==> config.mk <==
export PLATFORM = sky130hd
export DESIGN_NAME = systolic_pe_v2
export DESIGN_NICKNAME = d
export VERILOG_FILES = /design/src/rtl/systolic_pkg.sv /design/src/rtl/pe_mac_unit.sv /design/src/rtl/systolic_pe_v2.sv
export SDC_FILE = /design/constraint.sdc
export NUM_CORES = 1
export LEC_CHECK = 0
export CAP_MARGIN = 40
export CORE_MARGIN = 2
export CORE_UTILIZATION = 40
export DETAILED_ROUTE_END_ITERATION = 8
export DONT_BUFFER_PORTS = 1
export PLACE_DENSITY = 0.57
export SLEW_MARGIN = 15
export SYNTH_ARGS = -nofsm -noshare
export SYNTH_HDL_FRONTEND = slang
export SYNTH_SLANG_ARGS = --single-unit
==> constraint.sdc <==
create_clock -name clk -period 13.3 [get_ports clk]
set_input_delay 1.33 -clock clk [delete_from_list [all_inputs] [get_ports clk]]
set_output_delay 1.33 -clock clk [all_outputs]
set_load 0.005 [all_outputs]
==> src/rtl/systolic_pkg.sv <==
// systolic_pkg -- shared types and arithmetic for the systolic processing element.
//   pe_mode_e  : operating mode (output-stationary / weight-stationary)
//   pe_state_e : output-stationary sequencing states
//   sat_add    : add with overflow detection and optional clamping, returns {ovf, sum}
package systolic_pkg;

  typedef enum logic {
    MODE_OS = 1'b0,
    MODE_WS = 1'b1
  } pe_mode_e;

  typedef enum logic [1:0] {
    ST_IDLE  = 2'd0,
    ST_ACC   = 2'd1,
    ST_DRAIN = 2'd2
  } pe_state_e;

  // Internal working width of sat_add; accumulator widths up to 62 bits are safe.
  localparam int SUM_W = 64;

  typedef struct packed {
    logic             ovf;
    logic [SUM_W-1:0] sum;
  } sat_res_t;

  // a and b must already be sign- (signed_mode) or zero-extended to SUM_W.
  // The result is the width-bit sum (sign-extended when signed), clamped when
  // saturate is set and the true sum does not fit in width bits.
  function automatic sat_res_t sat_add(input logic [SUM_W-1:0] a,
                                       input logic [SUM_W-1:0] b,
                                       input int unsigned      width,
                                       input logic             signed_mode,
                                       input logic             saturate);
    logic [SUM_W-1:0] mask;
    logic [SUM_W-1:0] msb;
    logic [SUM_W-1:0] raw;
    logic [SUM_W-1:0] low;
    logic [SUM_W-1:0] wrapped;
    logic [SUM_W-1:0] bound;
    sat_res_t         res;
    mask = (64'd1 << width) - 64'd1;
    msb  = 64'd1 << (width - 1);
    raw  = a + b;
    low  = raw & mask;
    if (signed_mode) begin
      wrapped = ((low & msb) != '0) ? (low | ~mask) : low;
      res.ovf = (wrapped != raw);
      // raw never wraps at SUM_W, so its top bit tells the overflow direction
      bound   = raw[SUM_W-1] ? (~mask | msb) : (mask >> 1);
    end else begin
      wrapped = low;
      res.ovf = ((raw & ~mask) != '0);
      bound   = mask;
    end
    res.sum = (res.ovf && saturate) ? bound : wrapped;
    return res;
  endfunction

endpackage

==> src/rtl/pe_mac_unit.sv <==
// pe_mac_unit -- combinational multiply-add for one systolic cell.
//   mul_a, mul_b : DATA_WIDTH operands (signed or unsigned per SIGNED)
//   addend       : ACC_WIDTH value added to the product
//   sum          : ACC_WIDTH result, wrapped or clamped per SATURATE
//   ovf          : the add overflowed ACC_WIDTH
module pe_mac_unit
  import systolic_pkg::*;
#(
  parameter int DATA_WIDTH = 8,
  parameter int ACC_WIDTH  = 32,
  parameter bit SIGNED     = 1'b1,
  parameter bit SATURATE   = 1'b1
) (
  input  logic [DATA_WIDTH-1:0] mul_a,
  input  logic [DATA_WIDTH-1:0] mul_b,
  input  logic [ACC_WIDTH-1:0]  addend,
  output logic [ACC_WIDTH-1:0]  sum,
  output logic                  ovf
);

  localparam int PW = 2 * DATA_WIDTH;

  logic [SUM_W-1:0]           prod_ext;
  logic [SUM_W-1:0]           addend_ext;
  sat_res_t                   res;
  logic [SUM_W-ACC_WIDTH-1:0] unused_sum_hi;

  generate
    if (SIGNED) begin : g_signed
      logic signed [PW-1:0] a_x;
      logic signed [PW-1:0] b_x;
      logic signed [PW-1:0] p_x;
      assign a_x        = {{DATA_WIDTH{mul_a[DATA_WIDTH-1]}}, mul_a};
      assign b_x        = {{DATA_WIDTH{mul_b[DATA_WIDTH-1]}}, mul_b};
      assign p_x        = a_x * b_x;
      assign prod_ext   = {{(SUM_W-PW){p_x[PW-1]}}, p_x};
      assign addend_ext = {{(SUM_W-ACC_WIDTH){addend[ACC_WIDTH-1]}}, addend};
    end else begin : g_unsigned
      logic [PW-1:0] a_x;
      logic [PW-1:0] b_x;
      logic [PW-1:0] p_x;
      assign a_x        = {{DATA_WIDTH{1'b0}}, mul_a};
      assign b_x        = {{DATA_WIDTH{1'b0}}, mul_b};
      assign p_x        = a_x * b_x;
      assign prod_ext   = {{(SUM_W-PW){1'b0}}, p_x};
      assign addend_ext = {{(SUM_W-ACC_WIDTH){1'b0}}, addend};
    end
  endgenerate

  assign res           = sat_add(prod_ext, addend_ext, ACC_WIDTH, SIGNED, SATURATE);
  assign sum           = res.sum[ACC_WIDTH-1:0];
  assign ovf           = res.ovf;
  assign unused_sum_hi = res.sum[SUM_W-1:ACC_WIDTH];

endmodule

==> src/rtl/systolic_pe_v2.sv <==
// systolic_pe_v2 -- one MAC cell of an R x C systolic array.
//   Output-stationary: accumulates top_in*left_in locally, then drains down the psum chain.
//   Weight-stationary: psum_out = psum_in + weight*left_in, one cycle later.
// Ports:
//   clk, rst_n                 clock, async active-low reset
//   mode_ws                    0 = OS, 1 = WS (change only while idle)
//   clear                      sync tile restart: acc/ovf/psum outputs to 0, FSM to IDLE
//   w_load                     WS weight capture from top_in when top_vld
//   drain                      OS level request to drain the psum chain
//   top_in/top_vld             north operand, forwarded to bottom_out/bottom_vld
//   left_in/left_vld           west operand, forwarded to right_out/right_vld
//   psum_in/psum_in_vld        psum from north neighbour
//   psum_out/psum_out_vld      psum to south neighbour
//   ovf                        sticky overflow flag
//
// state    | meaning
// ---------+-------------------------------------------------------------
// ST_IDLE  | no tile in progress, acc is 0; also the only state used in WS
// ST_ACC   | OS accumulating valid operand pairs into acc
// ST_DRAIN | OS: acc has been emitted, psum_out shifts psum_in down
module systolic_pe_v2
  import systolic_pkg::*;
#(
  parameter int DATA_WIDTH = 8,
  parameter int ACC_WIDTH  = 32,
  parameter bit SIGNED     = 1'b1,
  parameter bit SATURATE   = 1'b1
) (
  input  logic                  clk,
  input  logic                  rst_n,
  input  logic                  mode_ws,
  input  logic                  clear,
  input  logic                  w_load,
  input  logic                  drain,
  input  logic [DATA_WIDTH-1:0] top_in,
  input  logic                  top_vld,
  input  logic [DATA_WIDTH-1:0] left_in,
  input  logic                  left_vld,
  input  logic [ACC_WIDTH-1:0]  psum_in,
  input  logic                  psum_in_vld,
  output logic [DATA_WIDTH-1:0] bottom_out,
  output logic                  bottom_vld,
  output logic [DATA_WIDTH-1:0] right_out,
  output logic                  right_vld,
  output logic [ACC_WIDTH-1:0]  psum_out,
  output logic                  psum_out_vld,
  output logic                  ovf
);

  pe_mode_e              mode;
  pe_state_e             state_q;
  pe_state_e             state_d;
  logic [DATA_WIDTH-1:0] weight_q;
  logic [ACC_WIDTH-1:0]  acc_q;
  logic                  pair_vld;
  logic                  os_acc_en;
  logic                  os_drain_entry;
  logic                  os_drain_shift;
  logic [DATA_WIDTH-1:0] mac_a;
  logic [ACC_WIDTH-1:0]  mac_addend;
  logic [ACC_WIDTH-1:0]  mac_sum;
  logic                  mac_ovf;

  assign mode     = pe_mode_e'(mode_ws);
  assign pair_vld = top_vld & left_vld;

  // ---------------- FSM: state register ----------------
  always_ff @(posedge clk or negedge rst_n) begin
    if (!rst_n) state_q <= ST_IDLE;
    else        state_q <= state_d;
  end

  // ---------------- FSM: next state ----------------
  always_comb begin
    state_d = state_q;
    if (clear || mode == MODE_WS) begin
      state_d = ST_IDLE;
    end else begin
      unique case (state_q)
        ST_IDLE: begin
          if (drain)         state_d = ST_DRAIN;
          else if (pair_vld) state_d = ST_ACC;
        end
        ST_ACC: begin
          if (drain) state_d = ST_DRAIN;
        end
        ST_DRAIN: begin
          if (!drain) state_d = ST_IDLE;
        end
        default: state_d = ST_IDLE;
      endcase
    end
  end

  // ---------------- FSM: outputs (datapath strobes) ----------------
  // drain outranks accumulation, so a valid pair on the drain entry cycle is dropped.
  always_comb begin
    os_acc_en      = 1'b0;
    os_drain_entry = 1'b0;
    os_drain_shift = 1'b0;
    if (!clear && mode == MODE_OS) begin
      unique case (state_q)
        ST_IDLE, ST_ACC: begin
          if (drain)         os_drain_entry = 1'b1;
          else if (pair_vld) os_acc_en      = 1'b1;
        end
        ST_DRAIN: begin
          if (drain) os_drain_shift = 1'b1;
        end
        default: ;
      endcase
    end
  end

  // ---------------- MAC ----------------
  // In IDLE acc is 0 by construction; forcing a zero addend makes the first
  // product load independent of any stale acc contents.
  always_comb begin
    mac_a      = top_in;
    mac_addend = '0;
    if (mode == MODE_WS) begin
      mac_a      = weight_q;
      mac_addend = psum_in;
    end else if (state_q == ST_ACC) begin
      mac_addend = acc_q;
    end
  end

  pe_mac_unit #(
    .DATA_WIDTH (DATA_WIDTH),
    .ACC_WIDTH  (ACC_WIDTH),
    .SIGNED     (SIGNED),
    .SATURATE   (SATURATE)
  ) u_mac (
    .mul_a  (mac_a),
    .mul_b  (left_in),
    .addend (mac_addend),
    .sum    (mac_sum),
    .ovf    (mac_ovf)
  );

  // ---------------- operand forwarding and weight ----------------
  // A weight being loaded is consumed here and not passed further south.
  always_ff @(posedge clk or negedge rst_n) begin
    if (!rst_n) begin
      right_out  <= '0;
      right_vld  <= 1'b0;
      bottom_out <= '0;
      bottom_vld <= 1'b0;
      weight_q   <= '0;
    end else begin
      right_out  <= left_in;
      right_vld  <= left_vld;
      bottom_out <= top_in;
      bottom_vld <= (mode == MODE_WS && w_load) ? 1'b0 : top_vld;
      if (mode == MODE_WS && w_load && top_vld) weight_q <= top_in;
    end
  end

  // ---------------- accumulator, psum chain, overflow ----------------
  always_ff @(posedge clk or negedge rst_n) begin
    if (!rst_n) begin
      acc_q        <= '0;
      psum_out     <= '0;
      psum_out_vld <= 1'b0;
      ovf          <= 1'b0;
    end else if (clear) begin
      acc_q        <= '0;
      psum_out     <= '0;
      psum_out_vld <= 1'b0;
      ovf          <= 1'b0;
    end else if (mode == MODE_WS) begin
      // without a valid left operand the psum passes through unchanged as a bubble
      psum_out     <= left_vld ? mac_sum : psum_in;
      psum_out_vld <= psum_in_vld & left_vld;
      if (psum_in_vld && left_vld && mac_ovf) ovf <= 1'b1;
    end else begin
      if (os_drain_entry) begin
        psum_out     <= acc_q;
        psum_out_vld <= 1'b1;
        acc_q        <= '0;
      end else if (os_drain_shift) begin
        psum_out     <= psum_in;
        psum_out_vld <= psum_in_vld;
      end else begin
        psum_out_vld <= 1'b0;
      end
      if (os_acc_en) begin
        acc_q <= mac_sum;
        if (mac_ovf) ovf <= 1'b1;
      end
    end
  end

endmodule

==> metrics.cfg, run 1 <==
[status]
status = completed

[setup_path]
worstPathArrival_ns = 8.23
end_kind = flop
cp-start-kind = primary input
setup.worst_path.class = primary input to flop
critPathTopFamily = adder cells
crit_buf_inv = 2
worst_path_most_repeated_cell = fa_1
reg2reg_slack_ns = 5.92
max_stage_delay_ns = 0.74
cp_max_fo = 50
crit_chain = mux2_2 > nand2_1 > fa_1 > fa_1 > inv_1 > fa_1 > fa_1 > ha_1 > ha_1 > a21oi_1 > o21ai_0 > a31oi_1 > o211ai_1 > o31a_2 > xor2_4 > buf_4 > o21ai_4 > o21ai_0
cp_slowest_cell = o21ai_4
required_ns = 13.48

[clock_network]
clock-sinks = 94
cts-root-buf = clkbuf_16
clk_latency_ns = 0.35
cts_setup_buffers = 0
cts_tree = done
clk_pin_slew_ns = 0.07
cts_hold_buffers = 0
htree_levels = 3
clock_path_buffers = 2
cts_resized = 0
cts_made_buffers = 9

[route]
wl_met1_um = 12800
drcViolationCount = 0
avgViaCountPerCell = 5.77
top_layer_used = met4
drt_iter0_drc = 706
vias = 7913
routed-wl-met3_um = 1530
ant_nets = 0
wl_per_cell_um = 20.7
wl_um = 28300
wl_met2_um = 13700
drt_first_pass_iters = 8

[sta]
drv_slew = 0
tns_ns = 0
clock.fmax_mhz = 124
rsz0062_at_grt = false
fin_skew_ns = 0.0134
setup_slack_ns = 5.25
max-slew-margin-rel_pct = 41.4
post-route-min-period_ns = 8.05
hold_viol = 0
setup-violations-final = 0
post-route-period-util_pct = 60.5
tightest_slew_ns = 0.875

[floorplan]
core_um2 = 25800
row_count = 59
die-area_um2 = 27300
ios = 109
die_h_um = 165
dieWidth_um = 165
start_util_pct = 40.4

[grt]
antenna_found_initial = 0
grt_max_degree = 95
grt_pass1_vias = 7815
grt_pass1_wl_um = 44800
overflow = 0
grt_usage_pct = 21.2

[final_layout]
multi_input_area_um2 = 7340
regArea_um2 = 2350
layoutNonFillerInstCount = 1371
most-common-layout-cells = 140 x fa_1, 134 x inv_1, 99 x nand2_1
fillCellCount = 2506
mostFrequentLayoutCell = fa_1
area_growth_pct = 6.59
drive_gt1_share_pct = 6.47
fin_nets = 1300
insertedDiodeCount = 0

[place]
port_buffers = 0
placed_cells = 1354
pre_cts_ws_ns = 4.83
place.gp.congestion = 0.893
hpwl_um = 21900

[synthesis]
synth_top_cell_by_area = fa_1
ys_ff_latch = 94
yosys_warnings = 0
ys_types = 73
synth_edf_count = 0
netlist_instances = 1059
syn_nets = 1328
ys_seq_area_share_pct = 22.6
synth_area_leaders = fa_1 27%, dfrtp_1 23%, ha_1 8.7%
async_flop_share_pct = 100
syn_area_um2 = 10400
ys.flop_type = dfrtp_1
syn_area_per_cell_um2 = 9.82
synth_top_area_share_pct = 26.9

[job]
cap_violations = 0

[min_path]
hold_path_class = flop to flop

[path summary, 6_finish.rpt]
path,start,end,cells past startpoint
min reg2reg,weight_q[4],weight_q[4],1
min in group asynchronous,rst_n,weight_q[3],0
max in group asynchronous,rst_n,psum_out[15],0
min,weight_q[4],weight_q[4],1
max reg2reg,weight_q[7],acc_q[11],18
max,mode_ws,acc_q[11],18
[state kept, by name, indices dropped and copies added (netlist names)]
| register | flops |
|---|---|
| ovf | 1 |
| psum_out_vld | 1 |
| right_vld | 1 |
| state_q | 2 |
| weight_q | 8 |
| bottom_vld | 1 |
| right_out | 8 |
| psum_out | 32 |
| bottom_out | 8 |
| acc_q | 32 |
[through the flow]
| stage | hold WS [ns] | area [um^2] | util, % |
|---|---|---|---|
| 2_1_floorplan | 0.471 | 10400 | - |
| 3_3_place_gp | 0.481 | 10700 | 41.5 |
| 3_5_place_dp | 0.492 | 10700 | 41.6 |
| 4_1_cts | 0.508 | 11100 | 42.9 |
| 5_1_grt | 0.516 | 11100 | 43.0 |
| 6_report | 0.508 | 11100 | 43.0 |
[Yosys cell counts (6+ instances only)]
library cell / instances
a221oi_1: 6
a221o_1: 7
fa_1: 140
a222oi_1: 18
o211ai_1: 22
nor3_1: 12
buf_2: 10
a22oi_1: 35
nor2b_1: 11
clkbuf_1: 30
o21ai_1: 21
a21boi_0: 7
nor2_1: 45
a31oi_1: 7
a21oi_1: 50
inv_1: 134
o21a_1: 9
o21ai_0: 40
xor2_1: 10
nand2_1: 100
ha_1: 72
mux2_2: 18
dfrtp_1: 94
a22o_1: 7
nand3_1: 15
xnor2_1: 17
a211oi_1: 10
and2_1: 27
a21o_1: 8
[metal layers]
metal | GRT usage, % | up-vias
li1 | - | 3596
met3 | 2.45 | 29
met1 | 30.4 | 4068
met5 | 0 | -
met2 | 35.1 | 220
met4 | 3.72 | 0
[cells by family (layout without fill, tap and decap cells)]
group / count (synthesis) / after routing / synth area share [%]
flip-flops: 94 / 94 / 22.6
adder cells (fa/ha/maj): 215 / 215 / 35.9
XOR/XNOR: 29 / 29 / 2.80
buffers and inverters: 185 / 162 / 7.03
AND/OR/NAND/NOR: 232 / 232 / 10.4
AO/OA/AOI/OAI: 282 / 282 / 18.9
multiplexers: 22 / 22 / 2.33
[cell type report]
cell class / count / share of cell area (%)
multi-input cells: 780 / 66.2
flip-flops and latches: 94 / 21.2
inverters: 135 / 4.57
well taps: 335 / 3.78
clock buffers: 9 / 2.03
repair buffers: 11 / 1.11
clock inverters: 7 / 1.08
Power of run 1 is not shown: default switching activity piles up to over one toggle a cycle in this logic, so the estimate is an artifact.
==> run 2, diff against run 1 <==
--- a/config.mk
+++ b/config.mk
@@ -10,7 +10,7 @@
 export CORE_UTILIZATION = 40
 export DETAILED_ROUTE_END_ITERATION = 8
 export DONT_BUFFER_PORTS = 1
-export PLACE_DENSITY = 0.57
+export PLACE_DENSITY = 0.59
 export SLEW_MARGIN = 15
 export SYNTH_ARGS = -nofsm -noshare
 export SYNTH_HDL_FRONTEND = slang
==> constraint.sdc (replaced) <==
create_clock -name clk -period 6.8 [get_ports clk]
set_input_delay 0.68 -clock clk [delete_from_list [all_inputs] [get_ports clk]]
set_output_delay 0.68 -clock clk [all_outputs]
set_load 0.005 [all_outputs]
==> run 2 against run 1 <==
Effect of this change:
- worst hold slack got worse by 0.48 ns
- cell count increased by 2.4%
- register-to-register slack got worse by 5.8 ns
- critical path depth grew 3
- via count rose by 1.5%
- critical endpoint is now psum_out[14]
- first-iteration DRC count is 0.42% higher
- sequential share of layout area is 0.53 points lower
==> metrics.cfg, run 2 (same netlist as run 1, synthesis figures left out) <==
[setup_path]
reg2reg_depth = 21
timing.rr.end = psum_out[14]
end_kind = flop
required_ns = 7.02
worstReg2RegStart = state_q[1]
cp-start-kind = flop
reg2reg_slack_ns = 0.16
worstPathArrival_ns = 6.86
setup.worst_path.class = flop to flop
cp_max_fo = 33

[grt]
overflow = 0
antenna_found_initial = 0
grt_max_degree = 95
grt_pass1_vias = 8245
grt_usage_pct = 21.3
grt_pass1_wl_um = 45300

[floorplan]
row_count = 59
die-area_um2 = 27300
core_um2 = 25800
die_h_um = 165
start_util_pct = 40.4
dieWidth_um = 165
ios = 109

[route]
wl_um = 28800
avgViaCountPerCell = 5.72
drt_iter0_drc = 709
ant_nets = 0
vias = 8031
wl_per_cell_um = 20.5
drcViolationCount = 0
drt_first_pass_iters = 5

[final_layout]
reg.largest.list = acc_q x32, psum_out x32
area_growth_pct = 9.30
fillCellCount = 2473
most-common-layout-cells = 140 x fa_1, 133 x inv_1, 98 x nand2_1
fin_nets = 1333
fin_util_pct = 44.1
drive_gt1_share_pct = 9.54
mostFrequentLayoutCell = fa_1
layoutNonFillerInstCount = 1404
insertedDiodeCount = 0

[sta]
tightest_slew_ns = 0.779
max-slew-margin-rel_pct = 47.8
fin_skew_ns = 0.00853
post-route-period-util_pct = 97.6
clock.fmax_mhz = 151
hold_viol = 0
setup-violations-final = 0
tns_ns = 0
post-route-min-period_ns = 6.64
drv_slew = 0

[clock_network]
clock_path_buffers = 2
htree_levels = 3
clk_pin_slew_ns = 0.07
cts_made_buffers = 9
clock-sinks = 94
cts-root-buf = clkbuf_16
cts_tree = done
clk_latency_ns = 0.34

[status]
status = completed

[place]
hpwl_um = 22500
port_buffers = 0
placed_cells = 1381
place.gp.congestion = 0.904

[job]
cap_violations = 0

[min_path]
hold_path_class = primary input to asynchronous set/reset pin

run 2: metrics by stage:
step           worst slack (ns)  instance area, um^2  hold WS [ns]
6_report                  0.160                11400        0.0272
4_1_cts                  0.0433                11300        0.0173
3_3_place_gp             -0.180                11000         0.386
5_1_grt                -0.00850                11400        0.0154
3_5_place_dp             -0.211                11000         0.386
2_1_floorplan            0.0402                10400         0.384
run 2: critical path, cell delays in order (launching register included):
cell       delay (ns)
dfrtp_1          0.51
nor3b_4          0.28
buf_6            0.27
a22oi_1          0.14
buf_4            0.17
fa_1             0.52
fa_1             0.52
inv_1            0.06
fa_1             0.55
fa_1             0.42
ha_1             0.30
ha_1             0.42
o21ai_0          0.18
a2111oi_1        0.51
buf_4            0.19
o211ai_1         0.11
nand2_1          0.22
a2111oi_4        0.13
xnor2_4          0.18
buf_12           0.19
maj3_2           0.34
a221o_1          0.29
run 2: area by class of cell:
type	count	area (um^2)	area share, %
Clock buffer	10	239	2.10
Clock inverter	6	83.8	0.737
Inverter	135	510	4.49
Multi-Input combinational cell	781	7370	64.9
Sequential cell	94	2350	20.7
Tap cell	335	419	3.69
Timing Repair Buffer	43	389	3.42
run 2: timing repair:
item | CTS | global route
setup endpoints to repair | 17 | 61
resized for setup | 1 | 3
hold buffers | 0 | 0
pin swaps | 0 | 1
buffers inserted | 0 | 6
gates cloned | 0 | 1
run 2: metal layers:
layer	vias up	wire length (um)	GRT usage [%]	share of wire (%)
met2	265	13700	35.3	48
met5	-	0	0	0
met4	0	681	5.38	2.4
met3	35	1850	3.42	6.4
met1	4082	12600	29.2	44
li1	3649	-	-	-
run 2: how the worst max path moves through the flow:
stage | startpoint | end | slack (ns) | cells past startpoint
after floorplan | mode_ws | psum_out[14] | 0.04 | 19
after global placement | mode_ws | psum_out[3] | -0.18 | 21
after detailed placement | mode_ws | psum_out[4] | -0.21 | 21
after CTS | state_q[1] | psum_out[14] | 0.04 | 21
after global routing | state_q[1] | psum_out[14] | -0.008 | 21
final | state_q[1] | psum_out[14] | 0.16 | 21
Power of run 2 is left out for the same reason.
==> run 3, diff against run 2 <==
--- a/config.mk
+++ b/config.mk
@@ -14,4 +14,5 @@
 export SLEW_MARGIN = 15
 export SYNTH_ARGS = -nofsm -noshare
 export SYNTH_HDL_FRONTEND = slang
+export SYNTH_HIERARCHICAL = 1
 export SYNTH_SLANG_ARGS = --single-unit
==> run 3 against run 2 <==
Effect of this change:
- the run now ends with setup timing left
- final area up 18%
- wire length up 11%
- via count up 7.1%
- critical path depth up 6
- highest routed layer unchanged
==> metrics.cfg, run 3 <==
[setup_path]
worst_path_most_repeated_cell = ha_4
cp-start-kind = flop
end_kind = flop
setup.worst_path.class = flop to flop
worstPathArrival_ns = 7.03
reg2reg_slack_ns = -0.02
cp_slowest_cell = fa_2
required_ns = 7.01
cp_max_fo = 7
max_stage_delay_ns = 0.58

[clock_network]
clock-sinks = 94
cts-root-buf = clkbuf_16
htree_levels = 3
clock_path_buffers = 2
cts_made_buffers = 9
clk_pin_slew_ns = 0.08
clk_latency_ns = 0.35
cts_tree = done

[final_layout]
layoutNonFillerInstCount = 1535
insertedDiodeCount = 0
fillCellCount = 2478
mostFrequentLayoutCell = buf_4
regArea_um2 = 2350
fin_util_pct = 50.1
area_growth_pct = 23.0
multi_input_area_um2 = 8320
most-common-layout-cells = 159 x buf_4, 138 x inv_1, 137 x fa_1
fin_nets = 1460
reg.largest.list = acc_q x32, psum_out x32
drive_gt1_share_pct = 27.0

[route]
wl_um = 32100
wl_per_cell_um = 20.9
vias = 8600
drt_first_pass_iters = 5
drt_iter0_drc = 532
avgViaCountPerCell = 5.60
drcViolationCount = 0
ant_nets = 0

[synthesis]
syn_area_um2 = 10900
synth_area_leaders = fa_1 26%, dfrtp_1 22%, ha_1 8.5%
netlist_top_cells_count = 143 x inv_1, 140 x fa_1, 94 x dfrtp_1, 74 x ha_1, 66 x and2_1
synth.most_common_cell = inv_1
ys.flop_type = dfrtp_1
synth_edf_count = 0
yosys_warnings = 6
synth_top_cell_by_area = fa_1
ys_seq_area_share_pct = 21.5
syn_nets = 1328
netlist_instances = 1057
ys_ff_latch = 94
async_flop_share_pct = 100
synth_top_area_share_pct = 25.6
syn_area_per_cell_um2 = 10.3
ys_types = 65

[sta]
setup_slack_ns = -0.0163
clock.fmax_mhz = 147
hold_viol = 0
max-slew-margin-rel_pct = 39.4
setup-violations-final = 3
drv_slew = 0
post-route-min-period_ns = 6.82
tightest_slew_ns = 0.903
fin_skew_ns = 0.00728
post-route-period-util_pct = 100
rsz0062_at_grt = true

[place]
place.gp.congestion = 0.941
placed_cells = 1495
port_buffers = 0
pre_cts_ws_ns = -0.515
hpwl_um = 24100

[grt]
overflow = 0
grt_pass1_vias = 9097
grt_pass1_wl_um = 50700
grt_usage_pct = 22.6
antenna_found_initial = 0
grt_max_degree = 114

[status]
violations = setup timing
status = finished with violations

[floorplan]
ios = 109
die_h_um = 169
core_um2 = 26900
dieWidth_um = 169
start_util_pct = 40.7
row_count = 60
die-area_um2 = 28700

[min_path]
hold_path_class = primary input to asynchronous set/reset pin

[job]
cap_violations = 0

==> run 3: cell count changes in the layout (fill, tap and decap cells not counted), moves of 28 or more <==
cell,previous run,this run
a22oi_1,35,0
a21oi_1,50,20
buf_4,37,159
mux2i_1,4,32
a22o_1,7,62
and2_1,27,61
and3b_1,0,31
o21ai_0,40,11
nand2_1,98,41
==> run 3: critical path: cells and delay by family, from the launching register on <==
family	cells	cell delay (ns)
compound gates	6	1.37
fa+ha+maj	7	2.60
buf+inv	5	0.74
flops	1	0.42
mux	2	0.45
simple gates	7	1.08
==> run 3: stage by stage <==
stage / TNS, ns / hold slack, ns / instance area [um^2]
2_1_floorplan: -20.79 / 0.384 / 11200
3_3_place_gp: -19.92 / 0.386 / 12500
3_5_place_dp: -20.96 / 0.386 / 12500
4_1_cts: 0 / 0.00431 / 13000
5_1_grt: -6.63 / 0.00121 / 13500
6_report: -0.0291 / 0.0194 / 13500
==> run 3: worst paths after layout <==
kind / start / endpoint / cells past startpoint
setup reg to reg: weight_q[7] / psum_out[4] / 27
hold / removal: rst_n / bottom_out[4] / 0
hold reg to reg: weight_q[0] / weight_q[0] / 1
setup / recovery: weight_q[7] / psum_out[4] / 27
min in group clk: top_in[6] / bottom_out[6] / 0
max in group asynchronous: rst_n / bottom_out[0] / 1
==> run 3: final cells by class <==
type / instances / share of cell area (%)
clock inverters: 7 / 0.688
flip-flops and latches: 94 / 17.5
multi-input cells: 763 / 61.8
repair buffers: 177 / 11.0
inverters: 144 / 4.09
clock buffers: 9 / 1.67
well taps: 341 / 3.17
==> run 3: cell families (layout without fill, tap and decap cells) <==
group | after synthesis | after routing | share of synthesized area [%]
mux | 49 | 49 | 4.67
flops | 94 | 94 | 21.5
simple gates | 220 | 220 | 12.5
compound gates | 256 | 257 | 17.5
fa+ha+maj | 214 | 214 | 34.1
xor+xnor | 23 | 23 | 1.84
buf+inv | 201 | 337 | 7.84
==> run 3: repair_timing <==
item	CTS	global route
cloned	2	1
resized for setup	25	54
buffers inserted	8	13
endpoints found under the setup margin	48	52
hold buffers	0	1
hold endpoints to repair	0	1
pin swaps	15	39
==> run 3: routing by layer <==
metal / share of wire, % / track usage [%]
met2: 48 / 37.3
met1: 43 / 30.0
met4: 3.0 / 7.25
met5: 0 / 0
met3: 5.6 / 4.57
Power of run 3 is left out for the same reason.
